===== config.mk =====
export PLATFORM = sky130hd
export DESIGN_NAME = sram_b_burst_reader_flat
export DESIGN_NICKNAME = d
export VERILOG_FILES = /design/src/rtl/sram_b_pkg.sv /design/src/rtl/sram_b_burst_reader_if.sv /design/src/rtl/sram_b_sync_fifo.sv /design/src/rtl/sram_b_burst_reader.sv /design/src/flat_wrapper.sv
export SDC_FILE = /design/constraint.sdc
export NUM_CORES = 1
export LEC_CHECK = 0
export ABC_AREA = 1
export CORE_UTILIZATION = 45
export DETAILED_ROUTE_END_ITERATION = 10
export PLACE_DENSITY_LB_ADDON = 0.1
export SYNTH_ARGS = -nofsm -noshare
export SYNTH_HDL_FRONTEND = slang
export SYNTH_SLANG_ARGS = --single-unit

===== constraint.sdc =====
create_clock -name CLK -period 2.5 [get_ports CLK]
set_clock_uncertainty 0.05 [all_clocks]
set_input_delay 0.25 -clock CLK [delete_from_list [all_inputs] [get_ports CLK]]
set_output_delay 0.25 -clock CLK [all_outputs]
set_load 0.01 [all_outputs]

===== src/rtl/sram_b_pkg.sv =====
// Shared types for the sram_b burst reader: FSM states, FIFO entry layout and
// default geometry.
package sram_b_pkg;

    localparam int ABITS_DEF      = 20;
    localparam int DBITS_DEF      = 8;
    localparam int LBITS_DEF      = 20;
    localparam int FIFO_DEPTH_DEF = 4;

    typedef enum logic {
        IDLE  = 1'b0,
        ISSUE = 1'b1
    } state_t;

    // FIFO words are packed as {last, data}; last sits in the MSB.
    typedef struct packed {
        logic                 last;
        logic [DBITS_DEF-1:0] data;
    } fifo_entry_t;

    function automatic int fifo_count_bits(input int depth);
        return $clog2(depth) + 1;
    endfunction

endpackage


===== src/rtl/sram_b_burst_reader_if.sv =====
// Command, SRAM read-port and output-stream signals of the burst reader.
// master = the reader itself, slave = whoever drives it and owns the SRAM.
interface sram_b_burst_reader_if #(
    parameter int ABITS = 20,
    parameter int DBITS = 8,
    parameter int LBITS = 20
) ();
    logic             req_valid;
    logic             req_ready;
    logic [ABITS-1:0] req_addr;
    logic [LBITS-1:0] req_len;

    logic             CE1;
    logic [ABITS-1:0] A1;
    logic [DBITS-1:0] Q1;

    logic             out_valid;
    logic             out_ready;
    logic [DBITS-1:0] out_data;
    logic             out_last;

    modport master (
        input  req_valid, req_addr, req_len, Q1, out_ready,
        output req_ready, CE1, A1, out_valid, out_data, out_last
    );

    modport slave (
        output req_valid, req_addr, req_len, Q1, out_ready,
        input  req_ready, CE1, A1, out_valid, out_data, out_last
    );
endinterface


===== src/rtl/sram_b_sync_fifo.sv =====
// Small first-word-fall-through FIFO with reset storage, so the head never
// shows X even before the first push.
module sram_b_sync_fifo
    import sram_b_pkg::*;
#(
    parameter int DEPTH = 4,
    parameter int WIDTH = 9,
    localparam int PW = $clog2(DEPTH),
    localparam int CW = fifo_count_bits(DEPTH)
) (
    input  logic             CLK,
    input  logic             RST,
    input  logic             push,
    input  logic [WIDTH-1:0] push_data,
    input  logic             pop,
    output logic [WIDTH-1:0] head,
    output logic [CW-1:0]    count,
    output logic             empty
);
    logic [WIDTH-1:0] mem_reg [DEPTH];
    logic [PW-1:0]    wr_ptr_reg;
    logic [PW-1:0]    rd_ptr_reg;
    logic [CW-1:0]    count_reg;
    logic             do_push;
    logic             do_pop;

    assign do_pop  = pop & (count_reg != '0);
    assign do_push = push & ((count_reg != CW'(DEPTH)) | do_pop);

    generate
        for (genvar gi = 0; gi < DEPTH; gi++) begin : g_entry
            always_ff @(posedge CLK or posedge RST) begin
                if (RST) begin
                    mem_reg[gi] <= '0;
                end else if (do_push && (wr_ptr_reg == PW'(gi))) begin
                    mem_reg[gi] <= push_data;
                end
            end
        end
    endgenerate

    // Pointers wrap naturally because DEPTH is a power of two.
    always_ff @(posedge CLK or posedge RST) begin
        if (RST) begin
            wr_ptr_reg <= '0;
            rd_ptr_reg <= '0;
            count_reg  <= '0;
        end else begin
            if (do_push) wr_ptr_reg <= wr_ptr_reg + PW'(1);
            if (do_pop)  rd_ptr_reg <= rd_ptr_reg + PW'(1);
            case ({do_push, do_pop})
                2'b10:   count_reg <= count_reg + CW'(1);
                2'b01:   count_reg <= count_reg - CW'(1);
                default: count_reg <= count_reg;
            endcase
        end
    end

    assign head  = mem_reg[rd_ptr_reg];
    assign count = count_reg;
    assign empty = (count_reg == '0);

endmodule


===== src/rtl/sram_b_burst_reader.sv =====
// Burst read initiator for the sram_b read port: one read per cycle while the
// output FIFO has credit, data returned as a valid/ready stream with last flag.
module sram_b_burst_reader
    import sram_b_pkg::*;
#(
    parameter int ABITS      = ABITS_DEF,
    parameter int DBITS      = DBITS_DEF,
    parameter int LBITS      = LBITS_DEF,
    parameter int FIFO_DEPTH = FIFO_DEPTH_DEF
) (
    input  logic                  CLK,
    input  logic                  RST,
    sram_b_burst_reader_if.master bus,
    output logic                  busy
);
    localparam int CW = fifo_count_bits(FIFO_DEPTH);

    state_t           state_reg;
    state_t           state_next;
    logic [ABITS-1:0] cur_addr_reg;
    logic [LBITS-1:0] remaining_reg;
    logic             inflight_reg;
    logic             tag_reg;

    logic             credit;
    logic             accept;
    logic             issue;
    logic [CW:0]      occupancy;
    logic [CW-1:0]    fifo_count;
    logic             fifo_empty;
    logic             fifo_pop;
    logic [DBITS:0]   fifo_head;

    // Credit ignores a same-cycle pop, so a push can never land on a full FIFO.
    assign occupancy = {1'b0, fifo_count} + {{CW{1'b0}}, inflight_reg};
    assign credit    = occupancy < (CW+1)'(FIFO_DEPTH);

    always_ff @(posedge CLK or posedge RST) begin
        if (RST) state_reg <= IDLE;
        else     state_reg <= state_next;
    end

    always_comb begin
        state_next = state_reg;
        case (state_reg)
            IDLE:    if (bus.req_valid) state_next = ISSUE;
            ISSUE:   if (credit && (remaining_reg == '0)) state_next = IDLE;
            default: state_next = IDLE;
        endcase
    end

    always_comb begin
        bus.req_ready = 1'b0;
        bus.CE1       = 1'b0;
        case (state_reg)
            IDLE:    bus.req_ready = 1'b1;
            ISSUE:   bus.CE1       = credit;
            default: ;
        endcase
    end

    assign accept = bus.req_valid & bus.req_ready;
    assign issue  = bus.CE1;
    assign bus.A1 = cur_addr_reg;

    always_ff @(posedge CLK or posedge RST) begin
        if (RST) begin
            cur_addr_reg  <= '0;
            remaining_reg <= '0;
            inflight_reg  <= 1'b0;
            tag_reg       <= 1'b0;
        end else begin
            if (accept) begin
                cur_addr_reg  <= bus.req_addr;
                remaining_reg <= bus.req_len;
            end else if (issue) begin
                cur_addr_reg  <= cur_addr_reg + ABITS'(1);
                remaining_reg <= remaining_reg - LBITS'(1);
            end
            // The tag travels with the read so it meets Q1 one cycle later.
            inflight_reg <= issue;
            if (issue) tag_reg <= (remaining_reg == '0);
        end
    end

    sram_b_sync_fifo #(
        .DEPTH (FIFO_DEPTH),
        .WIDTH (DBITS + 1)
    ) u_fifo (
        .CLK       (CLK),
        .RST       (RST),
        .push      (inflight_reg),
        .push_data ({tag_reg, bus.Q1}),
        .pop       (fifo_pop),
        .head      (fifo_head),
        .count     (fifo_count),
        .empty     (fifo_empty)
    );

    assign bus.out_valid = ~fifo_empty;
    assign fifo_pop      = bus.out_valid & bus.out_ready;
    assign bus.out_last  = fifo_head[DBITS];
    assign bus.out_data  = fifo_head[DBITS-1:0];

    assign busy = (state_reg != IDLE) | inflight_reg | ~fifo_empty;

endmodule


===== src/flat_wrapper.sv =====
// flat-port wrapper written by rule: the top's interface ports become plain ports
module sram_b_burst_reader_flat import sram_b_pkg::*;
#(
    parameter int ABITS      = ABITS_DEF,
    parameter int DBITS      = DBITS_DEF,
    parameter int LBITS      = LBITS_DEF,
    parameter int FIFO_DEPTH = FIFO_DEPTH_DEF
)
  (CLK, RST, busy, bus_req_valid, bus_req_addr, bus_req_len, bus_Q1, bus_out_ready, bus_req_ready, bus_CE1, bus_A1, bus_out_valid, bus_out_data, bus_out_last);
  sram_b_burst_reader_if #(.ABITS(ABITS), .DBITS(DBITS), .LBITS(LBITS)) bus_i ();
  input  logic CLK;
  input  logic RST;
  output logic busy;
  input wire logic [$bits(bus_i.req_valid)-1:0] bus_req_valid;
  input wire logic [$bits(bus_i.req_addr)-1:0] bus_req_addr;
  input wire logic [$bits(bus_i.req_len)-1:0] bus_req_len;
  input wire logic [$bits(bus_i.Q1)-1:0] bus_Q1;
  input wire logic [$bits(bus_i.out_ready)-1:0] bus_out_ready;
  output wire logic [$bits(bus_i.req_ready)-1:0] bus_req_ready;
  output wire logic [$bits(bus_i.CE1)-1:0] bus_CE1;
  output wire logic [$bits(bus_i.A1)-1:0] bus_A1;
  output wire logic [$bits(bus_i.out_valid)-1:0] bus_out_valid;
  output wire logic [$bits(bus_i.out_data)-1:0] bus_out_data;
  output wire logic [$bits(bus_i.out_last)-1:0] bus_out_last;
  assign bus_i.req_valid = bus_req_valid;
  assign bus_i.req_addr = bus_req_addr;
  assign bus_i.req_len = bus_req_len;
  assign bus_i.Q1 = bus_Q1;
  assign bus_i.out_ready = bus_out_ready;
  assign bus_req_ready = bus_i.req_ready;
  assign bus_CE1 = bus_i.CE1;
  assign bus_A1 = bus_i.A1;
  assign bus_out_valid = bus_i.out_valid;
  assign bus_out_data = bus_i.out_data;
  assign bus_out_last = bus_i.out_last;
  sram_b_burst_reader #(.ABITS(ABITS), .DBITS(DBITS), .LBITS(LBITS), .FIFO_DEPTH(FIFO_DEPTH)) u_core (.CLK(CLK), .RST(RST), .bus(bus_i), .busy(busy));
endmodule

==> results.yml, run 1 <==
cts:
  cts_buffers: 9
  clock_sinks: 86
  cts.reportedPaths.clkPinSlew_ps: 100
  clk_path_buf_depth: 2
  htreeDepth: 3
  holdBufCountCts: 0
  insertion_delay_ps: 360
  cts_tree: "built"
  cts_root_buf: "clkbuf_8"
global_route:
  grt_usage_pct: 23.4
  overflow: 0
  grt_max_degree: 87
  grt_pass1_vias: 4427
  grt_pass1_wl_um: 21300
  antenna_found_initial: 0
layout:
  seqCellArea_um2: 2150
  fillers: 1001
  areaGrowthSynthToFinish_pct: 23.5
  layout-drive-gt1-share_pct: 6.97
  final_common_cell: "nand2_1"
  largest_register_ffs: 36
  final_cells: 915
  antenna_cells: 0
  multi_input_area_um2: 2400
  final_cell_mix: "170 x nand2_1, 117 x nor2_1, 85 x dfrtp_1"
  layout.nets: 830
worst_setup_path:
  r2r.worst_path.cells: 8
  r2r_slack_ps: 590
  crit_arrival_ps: 2020
  cp_cell_sequence: "inv_1 > o21ai_0 > o22ai_1 > clkdlybuf4s50_1"
  path_class: "flop to output pin"
  r2r_end: "u_core.remaining_reg[18]$_DFFE_PP0P_"
  critPathCaptureType: "output pin"
  path_max_fanout: 11
  cp-start-kind: "flop"
  critical_path.reg2reg.startpoint: "u_core.remaining_reg[0]$_DFFE_PP0P_"
  critPathMaxStageDelay_ps: 570
  crit_path_start: "u_core.u_fifo.rd_ptr_reg[1]$_DFFE_PP0N_"
  critical_path_required_ps: 2200
  cpMaxStageDelayCell: "clkdlybuf4s50_1"
timing:
  fin_crit_ps: 2320
  worstMarginPinSlew_ps: 561
  timing.final.crit_share_pct: 92.7
  setup_violations: 0
  fmax_mhz: 431
  rsz0062_at_grt: "false"
  hold_viol_final: 0
  slew_headroom_pct: 62.5
  setup_slack_ps: 182
  setup_tns_ps: 0
  hold_slack_ps: 308
  slew_violations: 0
detailed_routing:
  wl_per_cell_um: 13.9
  drtPass1Iterations: 8
  via_per_inst: 5.17
  vias: 4733
  drt_iter0_markers: 363
  wl_um: 12700
  drc: 1
  ant_nets: 0
placed_design:
  dp_cells: 897
  detailed_place_hpwl_um: 8860
  gp_congestion: 0.835
  pre_cts_ws_ps: 422
  numPortBuffers: 84
synth:
  synth-edff-count: 0
  synthDistinctLibCells: 34
  postSynthAreaPerCell_um2: 7.24
  netlist_area_um2: 4980
  yosysSeqAreaShare_pct: 43.2
  yosys_warnings: 0
  synth_fp_nets: 748
  synth-seq-cells: 86
  synth_ff_type: "dfrtp_1"
  async_flop_share_pct: 100
  synth_cells: 688
power:
  leakagePower_nw: 2.87
  power_density_nw_per_um2: 1110
  ir_worst_vdd_mv: 0.520
outcome:
  violations: "DRC"
  outcome: "finished with violations"
floorplanning:
  fp.dieW_um: 107
  ios: 85
  die_h_um: 107
  num_rows: 38
  coreArea_um2: 10800
  die_area_um2: 11500
  start_util_pct: 46.2
flow_run:
  drv_cap: 0
hold_path:
  hp-class: "primary input to async pin"
-- synthesized netlist by cell type (5+ instances only) --
| cell type | number | area, um^2 |
|---|---|---|
| nand2_1 | 170 | 638 |
| nor2_1 | 117 | 439 |
| dfrtp_1 | 86 | 2150 |
| inv_1 | 71 | 267 |
| o21ai_0 | 55 | 275 |
| nand3_1 | 48 | 240 |
| o21ai_1 | 28 | 140 |
| o22ai_1 | 14 | 87.6 |
| buf_2 | 13 | 65.1 |
| a21oi_1 | 8 | 40.0 |
| o21ai_2 | 8 | 70.1 |
| ha_1 | 7 | 87.6 |
| nand4_1 | 7 | 43.8 |
| nor3_1 | 7 | 35.0 |
| buf_6 | 6 | 67.6 |
| clkbuf_1 | 6 | 22.5 |
| o211ai_1 | 5 | 37.5 |
| xor2_1 | 5 | 43.8 |
-- how the worst max path moves through the flow --
stage | end | slack, ps | cells past startpoint
after global placement | bus_out_data[3] | 470 | 4
after global routing | bus_out_data[3] | 70 | 4
after detailed placement | bus_out_data[3] | 420 | 4
final | bus_out_data[3] | 180 | 4
after floorplan | u_core.u_fifo.count[2]$_DFFE_PP0P_ | 780 | 12
after CTS | bus_out_data[3] | 7 | 4
-- layout make-up --
| cell class | instances | area share [%] |
|---|---|---|
| timing repair buffer | 95 | 15.2 |
| sequential | 86 | 35.0 |
| clock inverter | 6 | 1.14 |
| clock buffer | 10 | 2.07 |
| timing repair inverter | 1 | 0.122 |
| multi-input combinational | 504 | 39.0 |
| tap | 140 | 2.85 |
| inverter | 73 | 4.58 |
-- critical path: cells and delay by family, from the launching register on --
| family | cells | cell delay, ps |
|---|---|---|
| AOI/OAI and AO/OA | 2 | 300 |
| DFF | 1 | 520 |
| buffers and inverters | 2 | 840 |
-- power by group --
part           internal, W  switching, W
logic              0.00141       0.00193
clock network     0.000470      0.000540
registers          0.00194      0.000534
-- per-layer routing --
| layer | share of wire, % | vias up | GRT usage, % |
|---|---|---|---|
| li1 | - | 2382 | - |
| met1 | 48 | 2203 | 32.3 |
| met4 | 1.4 | 0 | 7.73 |
| met5 | 0 | - | 0 |
| met3 | 4.2 | 15 | 3.16 |
| met2 | 47 | 133 | 37.9 |
-- kinds of logic (layout without fill, tap and decap cells) --
group | after synthesis | after routing | share of synthesized area [%]
xor gates and xnor gates | 5 | 5 | 0.879
buffers and inverters | 98 | 185 | 8.61
AOI/OAI and AO/OA | 127 | 127 | 14.7
and+or+nand+nor | 364 | 364 | 30.5
adders and majority gates | 8 | 8 | 2.16
DFF | 86 | 86 | 43.2
-- stage by stage --
| step | power [W] | instance area (um^2) | utilization [%] |
|---|---|---|---|
| floorplan | 0.00460 | 4990 | - |
| global placement | 0.00567 | 5940 | 55.0 |
| detailed placement | 0.00579 | 5940 | 55.0 |
| CTS | 0.00682 | 6130 | 56.8 |
| global route | 0.00744 | 6150 | 57.0 |
| finish | 0.00683 | 6150 | 57.0 |
-- what timing repair did --
action / in CTS / in global routing
endpoints found under the setup margin: 0 / 9
resized for setup: 0 / 3
buffers inserted: 0 / 1
No activity file was read; power rests on OpenSTA's default activity.
==> run 2: changes to the inputs <==
--- a/config.mk
+++ b/config.mk
@@ -6,7 +6,7 @@
 export NUM_CORES = 1
 export LEC_CHECK = 0
 export ABC_AREA = 1
-export CORE_UTILIZATION = 45
+export CORE_UTILIZATION = 25
 export DETAILED_ROUTE_END_ITERATION = 10
 export PLACE_DENSITY_LB_ADDON = 0.1
 export SYNTH_ARGS = -nofsm -noshare
==> run 2 against run 1 <==
  * The run now ends clean
  * Global-route usage shrank 8.0 points
  * Flip-flop and latch count stayed put
  * Worst setup slack gained 120 ps
  * Via count is 0.68% lower
  * Die area increased by 78%
  * Sequential share of layout area down 1.6 points
  * Count of clock-buffer cells in the layout fell by 1
  * Cell area grew 4.7%
  * Critical path depth rose by 1
  * Hold slack improved by 8.5 ps
  * Critical path type unchanged
==> results.yml, run 2 (synthesis gave the netlist of run 1 again) <==
layout:
  antenna_cells: 0
  layout.nets: 830
  final_cells: 1039
  largest_register_ffs: 36
  final_common_cell: "nand2_1"
  areaGrowthSynthToFinish_pct: 29.3
  layout-drive-gt1-share_pct: 6.85
  fillers: 2149
  seqCellArea_um2: 2150
  multi_input_area_um2: 2400
  finalInstanceArea_um2: 6440
  final_cell_mix: "170 x nand2_1, 117 x nor2_1, 86 x dfrtp_1"
detailed_routing:
  vias: 4701
  wl_per_cell_um: 14.1
  drc: 0
  ant_nets: 0
  drtPass1Iterations: 5
  via_per_inst: 4.52
  drt_iter0_markers: 211
  wl_um: 14600
cts:
  htreeDepth: 3
  cts_root_buf: "clkbuf_16"
  holdBufCountCts: 0
  insertion_delay_ps: 350
  cts_buffers: 9
  clock_sinks: 86
  cts_tree: "built"
  cts.reportedPaths.clkPinSlew_ps: 60
  clk_path_buf_depth: 2
worst_setup_path:
  cp-start-kind: "flop"
  critPathMaxStageDelay_ps: 480
  r2r.worst_path.cells: 8
  cpMaxStageDelayCell: "clkdlybuf4s50_1"
  crit_arrival_ps: 1890
  r2r_slack_ps: 630
  path_max_fanout: 12
  critPathCaptureType: "output pin"
  cp_cell_sequence: "clkinv_1 > buf_4 > o21ai_0 > o22ai_1 > clkdlybuf4s50_1"
  r2r_end: "u_core.remaining_reg[18]$_DFFE_PP0P_"
  path_class: "flop to output pin"
  critical_path.reg2reg.startpoint: "u_core.remaining_reg[0]$_DFFE_PP0P_"
  critical_path_required_ps: 2200
global_route:
  grt_max_degree: 87
  antenna_found_initial: 1
  overflow: 0
  grt_pass1_vias: 4566
  grt_pass1_wl_um: 24000
  grt_usage_pct: 15.4
placed_design:
  numPortBuffers: 84
  dp_cells: 1024
  gp_congestion: 0.813
  detailed_place_hpwl_um: 10200
  dpl_cell_area_um2: 6110
  pre_cts_ws_ps: 530
floorplanning:
  die_area_um2: 20500
  die_h_um: 143
  num_rows: 51
  fp.dieW_um: 143
  start_util_pct: 25.5
  ios: 85
  coreArea_um2: 19500
power:
  p_int_w: 0.00434
  power_density_nw_per_um2: 1150
  pwr-share-clk_pct: 21.1
  p_total_w: 0.00743
  p_switching_w: 0.00309
  seqPwrFrac_pct: 33.0
  ir_worst_vdd_mv: 0.495
  combPwrFrac_pct: 46.0
  swShare_pct: 41.6
  leakagePower_nw: 2.95
timing:
  slew_headroom_pct: 65.2
  hold_viol_final: 0
  rsz0062_at_grt: "false"
  worstMarginPinSlew_ps: 523
  setup_tns_ps: 0
  slew_violations: 0
  setup_violations: 0
  timing.final.crit_share_pct: 87.7
  fmax_mhz: 456
  setup_slack_ps: 306
  fin_crit_ps: 2190
outcome:
  outcome: "completed"
hold_path:
  hp-class: "primary input to async pin"
flow_run:
  drv_cap: 0
-- run 2: cell count changes in the layout (fill, tap and decap cells not counted), moves of 2 or more --
cell	previous run	this run
clkbuf_8	9	0
clkinvlp_4	6	2
bufinv_16	1	3
inv_6	2	0
clkbuf_16	0	9
-- run 2: worst max path at each step --
stage / startpoint / end / slack, ps / cells after the start
2_1_floorplan: u_core.u_fifo.count[2]$_DFFE_PP0P_ / u_core.u_fifo.count[2]$_DFFE_PP0P_ / 780 / 12
3_3_place_gp: bus_out_ready / u_core.u_fifo.count[2]$_DFFE_PP0P_ / 550 / 11
3_5_place_dp: bus_out_ready / u_core.u_fifo.count[2]$_DFFE_PP0P_ / 530 / 11
4_1_cts: u_core.u_fifo.rd_ptr_reg[1]$_DFFE_PP0N_ / bus_out_data[2] / 140 / 4
5_1_grt: u_core.u_fifo.rd_ptr_reg[0]$_DFFE_PP0N_ / bus_out_data[7] / 120 / 5
6_report: u_core.u_fifo.rd_ptr_reg[0]$_DFFE_PP0N_ / bus_out_data[7] / 310 / 5
-- run 2: timing repair --
action,in CTS,in global routing
endpoints found under the setup margin,0,1
setup buffers,0,0
gates resized for setup,0,1
-- run 2: power groups by stage --
stage	logic [W]	registers (W)	clock network, W
3_5_place_dp	0.00346	0.00247	0
5_1_grt	0.00389	0.00254	0.00166
4_1_cts	0.00348	0.00245	0.00161
6_report	0.00342	0.00245	0.00157
2_1_floorplan	0.00222	0.00237	0
3_3_place_gp	0.00344	0.00246	0
-- run 2: routing by layer --
layer  track usage [%]  vias up  share of wire (%)
met1              20.5     2174                 48
met3              3.52       21                4.4
met4              5.26        2                1.6
met5                 0        -              0.089
li1                  -     2386                  -
met2              24.3      118                 46
-- run 2: final cells by class --
| cell class | instances | share of cell area, % |
|---|---|---|
| multi-input combinational | 504 | 37.3 |
| sequential | 86 | 33.4 |
| timing repair buffer | 96 | 14.6 |
| tap | 265 | 5.15 |
| inverter | 73 | 4.31 |
| clock buffer | 9 | 3.50 |
| clock inverter | 6 | 1.73 |
-- run 2: per-stage QoR --
| stage | utilization [%] | hold WS [ps] |
|---|---|---|
| finish | 33.0 | 317 |
| global route | 33.0 | 411 |
| CTS | 33.0 | 364 |
| detailed placement | 31.3 | 413 |
| global placement | 31.3 | 415 |
| floorplan | - | 331 |
-- run 2: worst max-delay path: cells and delay by family (launching register included) --
kind	cells	cell delay (ps)
flops	1	350
compound gates	2	240
buf+inv	3	960
==> run 3: changes to the inputs <==
--- a/config.mk
+++ b/config.mk
@@ -6,7 +6,8 @@
 export NUM_CORES = 1
 export LEC_CHECK = 0
 export ABC_AREA = 1
-export CORE_UTILIZATION = 25
+export CORE_ASPECT_RATIO = 2
+export CORE_UTILIZATION = 40
 export DETAILED_ROUTE_END_ITERATION = 10
 export PLACE_DENSITY_LB_ADDON = 0.1
 export SYNTH_ARGS = -nofsm -noshare
==> run 3 against run 2 <==
  * Clock power down 12%
  * First-iteration DRC count down 2.8%
  * Global-route usage up 8.5 points
  * Critical path type unchanged
  * Fmax down 5.3%
  * Core utilization up 19 points
  * Final cell count down 11%
  * Die area down 37%
  * Non-clock buffer count up 1
  * Largest power group unchanged
  * Worst setup slack worse by 120 ps
  * Sequential share of layout area up 0.81 points
==> results.yml, run 3 (synthesis gave the netlist of run 1 again) <==
outcome:
  outcome: "completed"
cts:
  clock_sinks: 86
  cts_resized: 0
  cts.reportedPaths.clkPinSlew_ps: 70
  holdBufCountCts: 0
  post_cts_buffers: 0
  clk_path_buf_depth: 2
  insertion_delay_ps: 340
  htreeDepth: 3
  cts_buffers: 9
  cts_root_buf: "clkbuf_16"
  cts_tree: "built"
worst_setup_path:
  r2r_slack_ps: 500
  critical_path_required_ps: 2200
  crit_arrival_ps: 2020
  path_class: "flop to output pin"
  cp-start-kind: "flop"
  path_max_fanout: 9
  critPathCaptureType: "output pin"
timing:
  rsz0062_at_grt: "false"
  setup_tns_ps: 0
  setup_violations: 0
  fin_crit_ps: 2320
  slew_headroom_pct: 54.6
  fmax_mhz: 432
  timing.final.crit_share_pct: 92.7
  hold_viol_final: 0
  worstMarginPinSlew_ps: 680
  slew_violations: 0
layout:
  final_util_pct: 51.9
  areaGrowthSynthToFinish_pct: 26.2
  layout-drive-gt1-share_pct: 7.09
  layout.nets: 831
  largest_register_ffs: 36
  antenna_cells: 0
  final_cell_mix: "170 x nand2_1, 117 x nor2_1, 86 x dfrtp_1"
  final_common_cell: "nand2_1"
floorplanning:
  coreArea_um2: 12100
  start_util_pct: 41.1
  die_area_um2: 12900
  num_rows: 57
  fp.dieW_um: 80.9
  ios: 85
  die_h_um: 160
detailed_routing:
  wl_um: 14100
  wl_per_cell_um: 15.3
  drt_iter0_markers: 205
  drtPass1Iterations: 4
  vias: 4805
  ant_nets: 0
  via_per_inst: 5.21
  drc: 0
flow_run:
  drv_cap: 0
hold_path:
  hp-class: "primary input to async pin"
global_route:
  antenna_found_initial: 0
  overflow: 0
  grt_usage_pct: 23.9
  grt_pass1_wl_um: 23400
  grt_max_degree: 38
  grt_pass1_vias: 4842
placed_design:
  detailed_place_hpwl_um: 10700
  numPortBuffers: 84
  gp_congestion: 0.912
power:
  ir_worst_vdd_mv: 0.651
  leakagePower_nw: 2.94
  power_density_nw_per_um2: 1150
run 3: routing by layer:
metal | share of wire [%] | wire [um] | GRT usage, % | up-vias
li1 | - | - | - | 2387
met5 | 0 | 0 | 0 | -
met2 | 57 | 8010 | 45.4 | 103
met4 | 2.7 | 378 | 10.1 | 0
met3 | 3.2 | 455 | 3.31 | 26
met1 | 37 | 5300 | 24.7 | 2289
run 3: path summary, 6_finish.rpt:
path	start	endpoint	cells past startpoint
setup / recovery	u_core.u_fifo.rd_ptr_reg[1]$_DFFE_PP0N_	bus_out_data[4]	4
hold / removal	RST	u_core.u_fifo.count[2]$_DFFE_PP0P_	2
setup reg to reg	u_core.bus.A1[0]$_DFFE_PP0P_	u_core.bus.A1[10]$_DFFE_PP0P_	9
hold reg to reg	u_core.u_fifo.mem_reg[17]$_DFFE_PP0P_	u_core.u_fifo.mem_reg[17]$_DFFE_PP0P_	2
max in group asynchronous	RST	u_core.remaining_reg[9]$_DFFE_PP0P_	3
min in group CLK	u_core.u_fifo.mem_reg[17]$_DFFE_PP0P_	u_core.u_fifo.mem_reg[17]$_DFFE_PP0P_	2
run 3: area by class of cell:
class | instances | area (um^2)
inverter | 73 | 282
clock buffer | 10 | 239
sequential | 86 | 2150
tap | 147 | 184
multi-input combinational | 504 | 2400
fill | 1215 | 5830
timing repair buffer | 97 | 963
clock inverter | 6 | 68.8
run 3: metrics by stage:
| step | instances | area (um^2) | total power, W | setup slack, ps | hold WS [ps] |
|---|---|---|---|---|---|
| 2_1_floorplan | 688 | 4990 | 0.00460 | 782 | 331 |
| 3_3_place_gp | 907 | 5980 | 0.00579 | 404 | 410 |
| 3_5_place_dp | 907 | 5980 | 0.00589 | 403 | 413 |
| 4_1_cts | 923 | 6290 | 0.00729 | 110 | 317 |
| 5_1_grt | 923 | 6290 | 0.00784 | 122 | 351 |
| 6_report | 923 | 6290 | 0.00724 | 183 | 301 |
run 3: worst max-delay path, cell delays in order (launching register included):
cell and delay (ps):
dfrtp_1 460, inv_1 280, o21ai_0 200, o22ai_1 170, clkdlybuf4s50_1 560
run 3: where the power goes:
group	switching (W)	internal, W	total [W]	leakage [nW]
clock network	0.000569	0.000809	0.00138	0.149
logic	0.00199	0.00141	0.00340	1.73
registers	0.000523	0.00195	0.00247	1.07
total	0.00308	0.00416	0.00724	2.94
